### src/rtl/jt51_timer_ctrl.sv
// rtl/jt51_timer_ctrl.sv - YM2151 timer register front end: reload values, control strobes, CSM key-on, write-busy
module jt51_timer_ctrl #(
    parameter int BUSY_CYCLES = 64
) (
    input  logic       clk,
    input  logic       rst_n,
    input  logic       cpu_we,
    input  logic       cpu_a0,
    input  logic [7:0] cpu_din,
    input  logic       overflow_A,
    input  logic       flag_A,
    input  logic       flag_B,
    output logic [9:0] value_A,
    output logic [7:0] value_B,
    output logic       load_A,
    output logic       load_B,
    output logic       clr_run_A,
    output logic       clr_run_B,
    output logic       clr_flag_A,
    output logic       clr_flag_B,
    output logic       enable_irq_A,
    output logic       enable_irq_B,
    output logic       csm_kon,
    output logic       busy,
    output logic [7:0] status
);

    localparam logic [7:0] BUSY_INIT = 8'(BUSY_CYCLES);

    logic [7:0] addr;
    logic [7:0] busy_cnt;
    logic       csm;
    logic       ld_A;
    logic       ld_B;
    logic       addr_wr;
    logic       data_wr;

    assign addr_wr = cpu_we & ~cpu_a0;
    // Data writes landing while busy are silently dropped.
    assign data_wr = cpu_we & cpu_a0 & ~busy;
    assign busy    = (busy_cnt != 8'd0);
    assign status  = {busy, 5'b0, flag_B, flag_A};

    always_ff @(posedge clk or negedge rst_n) begin
        if (!rst_n) begin
            addr         <= 8'd0;
            busy_cnt     <= 8'd0;
            value_A      <= 10'd0;
            value_B      <= 8'd0;
            csm          <= 1'b0;
            ld_A         <= 1'b0;
            ld_B         <= 1'b0;
            enable_irq_A <= 1'b0;
            enable_irq_B <= 1'b0;
            load_A       <= 1'b0;
            load_B       <= 1'b0;
            clr_run_A    <= 1'b0;
            clr_run_B    <= 1'b0;
            clr_flag_A   <= 1'b0;
            clr_flag_B   <= 1'b0;
            csm_kon      <= 1'b0;
        end else begin
            load_A     <= 1'b0;
            load_B     <= 1'b0;
            clr_run_A  <= 1'b0;
            clr_run_B  <= 1'b0;
            clr_flag_A <= 1'b0;
            clr_flag_B <= 1'b0;
            csm_kon    <= csm & overflow_A;

            if (addr_wr) begin
                addr <= cpu_din;
            end

            if (busy_cnt != 8'd0) begin
                busy_cnt <= busy_cnt - 8'd1;
            end

            if (data_wr) begin
                busy_cnt <= BUSY_INIT;
                case (addr)
                    8'h10: value_A[9:2] <= cpu_din;
                    8'h11: value_A[1:0] <= cpu_din[1:0];
                    8'h12: value_B      <= cpu_din;
                    8'h14: begin
                        csm          <= cpu_din[7];
                        clr_flag_B   <= cpu_din[5];
                        clr_flag_A   <= cpu_din[4];
                        enable_irq_B <= cpu_din[3];
                        enable_irq_A <= cpu_din[2];
                        ld_B         <= cpu_din[1];
                        ld_A         <= cpu_din[0];
                        // Only edges of the ld bits start or stop a timer.
                        load_A       <= cpu_din[0] & ~ld_A;
                        clr_run_A    <= ~cpu_din[0] & ld_A;
                        load_B       <= cpu_din[1] & ~ld_B;
                        clr_run_B    <= ~cpu_din[1] & ld_B;
                    end
                    default: ;
                endcase
            end
        end
    end

endmodule

### config.mk
export PLATFORM = sky130hd
export DESIGN_NAME = jt51_timer_ctrl
export DESIGN_NICKNAME = d
export VERILOG_FILES = /design/src/rtl/jt51_timer_ctrl.sv
export SDC_FILE = /design/constraint.sdc
export NUM_CORES = 1
export LEC_CHECK = 0
export BUFFER_PORTS_ARGS = -buffer_cell sky130_fd_sc_hd__buf_4
export CAP_MARGIN = 20
export CORE_MARGIN = 2
export CORE_UTILIZATION = 55
export CTS_CLUSTER_SIZE = 12
export DETAILED_ROUTE_END_ITERATION = 7
export GPL_TIMING_DRIVEN = 0
export PLACE_DENSITY = 0.83
export SYNTH_ARGS = -nofsm -noshare
export SYNTH_HDL_FRONTEND = slang
export SYNTH_SLANG_ARGS = --single-unit
export TNS_END_PERCENT = 10
### constraint.sdc
create_clock -name clk -period 3.2 [get_ports clk]
set_input_delay 0.16 -clock clk [delete_from_list [all_inputs] [get_ports clk]]
set_output_delay 0.16 -clock clk [all_outputs]
set_load 0.02 [all_outputs]
Word level (Yosys, flattened, before mapping)
Index checks and enable logic that the tools add are counted.
{"block": "op_classes", "reduce_logical": 6, "bitwise_logic": 14, "add_sub_neg": 1, "n_eq_ne": 4, "muxes": 14}
{"operator": "8-bit by 5-bit == test with 1-bit output, second input constant", "count": 4}
{"operator": "8-bit two-way mux", "count": 2}
{"operator": "1-bit two-way mux", "count": 12}
{"operator": "1-bit AND", "count": 8}
{"operator": "2-bit AND reduction", "count": 4}
{"operator": "8-bit nonzero test", "count": 1}
{"operator": "8-bit by 1-bit subtractor with 8-bit output, second input constant", "count": 1}
{"operator": "1-bit inverter", "count": 6}
{"operator": "2-bit nonzero test", "count": 1}
{"block": "word_totals", "output_inout_bits": 36, "inputBits": 15, "word_cells": 56, "reg_bits": 46}

Depth between registers and ports, before layout
{"block": "depth", "word_depth": 4, "depth_mapped": 7, "mapped_depth_nobuf": 6}

Least setup slack after synthesis
No wires, ideal clock.
{"block": "synth_timing", "path_kind": "reg-to-reg", "from": "register busy_cnt[0]", "to": "register csm", "setup_time_ns": 0.125, "stages_incl_launch_ff": 8, "setup_slack_ns": 1.174, "synth_period_minus_slack_ns": 2.026, "arrival_ns": 1.901, "path_buffers": 1, "t_required_ns": 3.075, "path_cell_list": "dfrtp_1 > inv_1 > ha_1 > nor4b_1 > nand4_2 > nor3b_2 > buf_2 > mux2_2"}
{"block": "synth_via", "elab_chain_len": 4}
{"element": "from (decl)", "line": "31", "rtl": "logic [7:0] busy_cnt;"}
{"element": "from (signal assigned)", "line": "76", "rtl": "busy_cnt <= busy_cnt - 8'd1;"}
{"element": "8-bit nonzero test", "line": "41", "rtl": "assign busy = (busy_cnt != 8'd0);"}
{"element": "1-bit inverter", "line": "40", "rtl": "assign data_wr = cpu_we & cpu_a0 & ~busy;"}
{"element": "1-bit AND", "line": "40"}
{"element": "2-bit AND reduction (no source line)"}
{"element": "to (signal assigned)", "line": "86", "rtl": "csm <= cpu_din[7];"}
{"element": "to (decl)", "line": "32", "rtl": "logic csm;"}
No other way between the ends.
A chain may end at the register's enable or synchronous reset.

Worst setup path after layout
{"block": "layout_timing", "from": "register busy_cnt[0]", "to": "output status[7]"}
{"block": "layout_via", "elab_chain_len": 1}
{"element": "8-bit nonzero test", "line": "41"}
{"element": "to (decl)", "line": "25", "rtl": "output logic [7:0] status"}
No other way between the ends.

==> summary.md <==
| Metric | Value |
|---|---|
| Status | completed |
| Largest net degree at the start of global routing | 47 |
| Initial antenna violation count | 0 |
| Final net count | about 210 |
| Max clock buf depth | 2 |
| Non-Filler Instances | ~240 |
| Crit end category | output pin |
| Post-route ant nets | 0 |
| Post-CTS sizing | 0 |
| Die height | 63.17 um |
| # IOs | 51 |
| Rows | 21 |
| Synthesis-stage register bit count | 46 |
| WL/cell | 14.86 um |
| Gpl congestion | about 0.74 |
| Clock Sinks | 46 |
| Share of cells above drive strength 1 | 0.5079 |
| Crit share post-route | 0.7208 |
| Buffers on Ports | 43 |
| Crit-path cells | inv_1 > ha_1 > nor3b_1 > nand2_1 > buf_4 > buf_4 |
| Die ar. | 0.003990 mm2 |
| Most common cell after layout, fill and taps aside | buf_4 |
| Critical Path Fanout Max | 9 |
| Pwr Density | 513.5 mW/mm2 |
| Max-cap violation count | 0 |
| Initial drt markers | 46 |
| Clock transition at path regs | 0.12 ns |
| Clk_lat worst skew | 0.36 ns |
| Dpl hpwl | 2583 um |
| Number of buffers and inverters on the critical path | 3 |
| Drt total wl | 3523 um |
| Slowest cell delay on critical path | 0.43 ns |
| Area of the multi-input gates | a little over 700 um2 |
| Root buffer cell | clkbuf_4 |
| Gr usage total | 0.2019 |
| Unrepaired setup endpoints after global routing | false |
| Most frequent cells in the layout | 51 x buf_4, 46 x dfrtp_1, 32 x mux2_2 |
| Critical path class | reg2out |
| Slowest-stage cell, CP | dfrtp_1 |
| Synth cell types | 30 |
| Fill cells | between 200 and 250 |
| # Post-CTS Setup Buffers | 0 |
| # DRC | 0 |
| GRT overflow | 0 |
| Setup Skew | approximately 0.0052 ns |
| Mapped Area | roughly 0.0019 mm2 |
| Vias per inst | 5.177 |
| Synth Warn # | 0 |
| First-pass GRT wire length | 6051 um |
| Top post-synthesis cells by area | dfrtp_1 60%, mux2_2 19%, buf_4 3.1% |
| Cell count after synthesis | 135 |
| Cell mode on critical path | buf_4 |
| Worst hold path class | in2reg |
| Area delta synth->final | 24.04% |
| Crit path launch type | flip-flop |
| Largest area contributor in the netlist | dfrtp_1 |
| Setup TNS | 0 ns |
| Post-synthesis area per instance | ~14 um2 |
| Max Slew Vio Count | 0 |
| Worst slew margin | 0.6277 |
| Seq. cell area | 0.001151 mm2 |
| Final hold vios | 0 |
| Vias in the first global route | around 1200 |
| Core area | 0.003337 mm2 |
| Sequential share of the synthesized area | 0.5978 |
| Pleak | about 1.2 nW |
| WP data arrival | 2.15 ns |
| Worst EP required | just over 3 ns |
| CTS tree | done |
| Synth top area share | 0.5978 |
| Max Fclk | 433.6 MHz |
| Final setup fails | 0 |
| Placed Cells | around 230 |
| CTS Hold Bufs | 2 |
| Initial Util | 0.5771 |
| Htree depth | 2 |
| Place WS | 0.9217 ns |
| VDD IR max | 0.3340 mV |
| Worst slew pin tran | 0.5585 ns |
| Final setup margin | just under 0.9 ns |
| Antenna diodes | 0 |
| Inserted Clock Buffers | 5 |
| Die W | 63.17 um |
| CP delay by family, top | simple AND/OR/NAND/NOR gates |
| DRT Pass-1 Iters | 4 |
| Total number of vias | ~1200 |
| Fin crit period | 2.306 ns |
-- cells by family after synthesis --
family,Yosys count,share of synthesized area
fa+ha+maj,1,0.006497
mux,33,0.1923
flops,46,0.5978
other cells,1,0.001947
buf+inv,12,0.03963
compound gates,4,0.01040
xor+xnor,4,0.01819
simple gates,34,0.1332
-- layout make-up --
type / instances / area share
Sequential cell: 46 / 0.4819
Multi-Input combinational cell: 81 / 0.2986
Timing Repair Buffer: 45 / 0.1435
Buffer: 10 / 0.02881
Tap cell: 46 / 0.02410
Clock buffer: 5 / 0.01572
Clock inverter: 2 / 0.004191
Inverter: 2 / 0.003143
-- routing by layer --
metal / wire length (um) / track usage
met1: 1445 / 0.2512
met2: 1798 / 0.3191
met3: 194 / 0.07143
met4: 85 / 0.08967
met5: 0 / 0
-- cell usage after synthesis --
cell type,n
nor3b_1,2
nand2_1,5
nand2b_1,1
nor2_1,5
conb_1,1
nor4_1,1
mux2_2,32
a21oi_1,4
buf_2,1
xnor2_1,4
nor3_1,1
nand4_2,1
and4bb_2,1
and2_1,3
inv_1,2
nor3_4,1
nor3b_4,1
and3b_1,4
mux2i_1,1
nor2b_1,1
nor3b_2,1
nor4_4,1
buf_4,8
ha_1,1
nor4b_1,1
nand3_1,2
nand3b_1,1
nand4_1,1
clkbuf_1,1
dfrtp_1,46
-- per-stage QoR --
stage | utilization | instance area [um2] | power [mW] | hold slack [ns]
after floorplan | - | 1941 | 0.9012 | -0.1356
after global placement | 0.6955 | 2321 | 0.9551 | 0.1764
after detailed placement | 0.6955 | 2321 | 0.9838 | 0.1950
after CTS | 0.7158 | 2389 | 1.236 | 0.01916
after global routing | 0.7158 | 2389 | 1.297 | 0.01301
final | 0.7158 | 2389 | 1.226 | 0.03219
-- registers in the layout, indices dropped and copies added (netlist names), 8 cells and up --
signal / count
busy_cnt: 8
value_B: 8
value_A: 10
addr: 8
-- where the power goes --
group	switching, mW	internal (mW)	total [mW]
Sequential	0.0881	0.651	0.739
Combinational	0.109	0.124	0.233
Clock	0.175	0.0792	0.254
Total	0.372	0.854	1.23
-- worst reg2reg max path, stage by stage (launching register included) --
cell and delay [ns]:
dfrtp_1 0.43, inv_1 0.07, ha_1 0.21, nor4b_1 0.31
nand4_2 0.25, nor3b_4 0.52, mux2_2 0.40
-- worst paths after layout --
kind | start | to | slack [ns] | cells past startpoint
setup / recovery | busy_cnt[0] | status[7] | 0.89 | 6
hold / removal | cpu_din[5] | clr_flag_B | 0.03 | 2
setup reg to reg | busy_cnt[0] | value_B[4] | 0.92 | 6
hold reg to reg | busy_cnt[0] | busy_cnt[0] | 0.52 | 1
max in group asynchronous | rst_n | busy_cnt[4] | 2.49 | 2
min in group asynchronous | rst_n | value_A[1] | 0.34 | 2
Power figures use the tool's default switching activity.
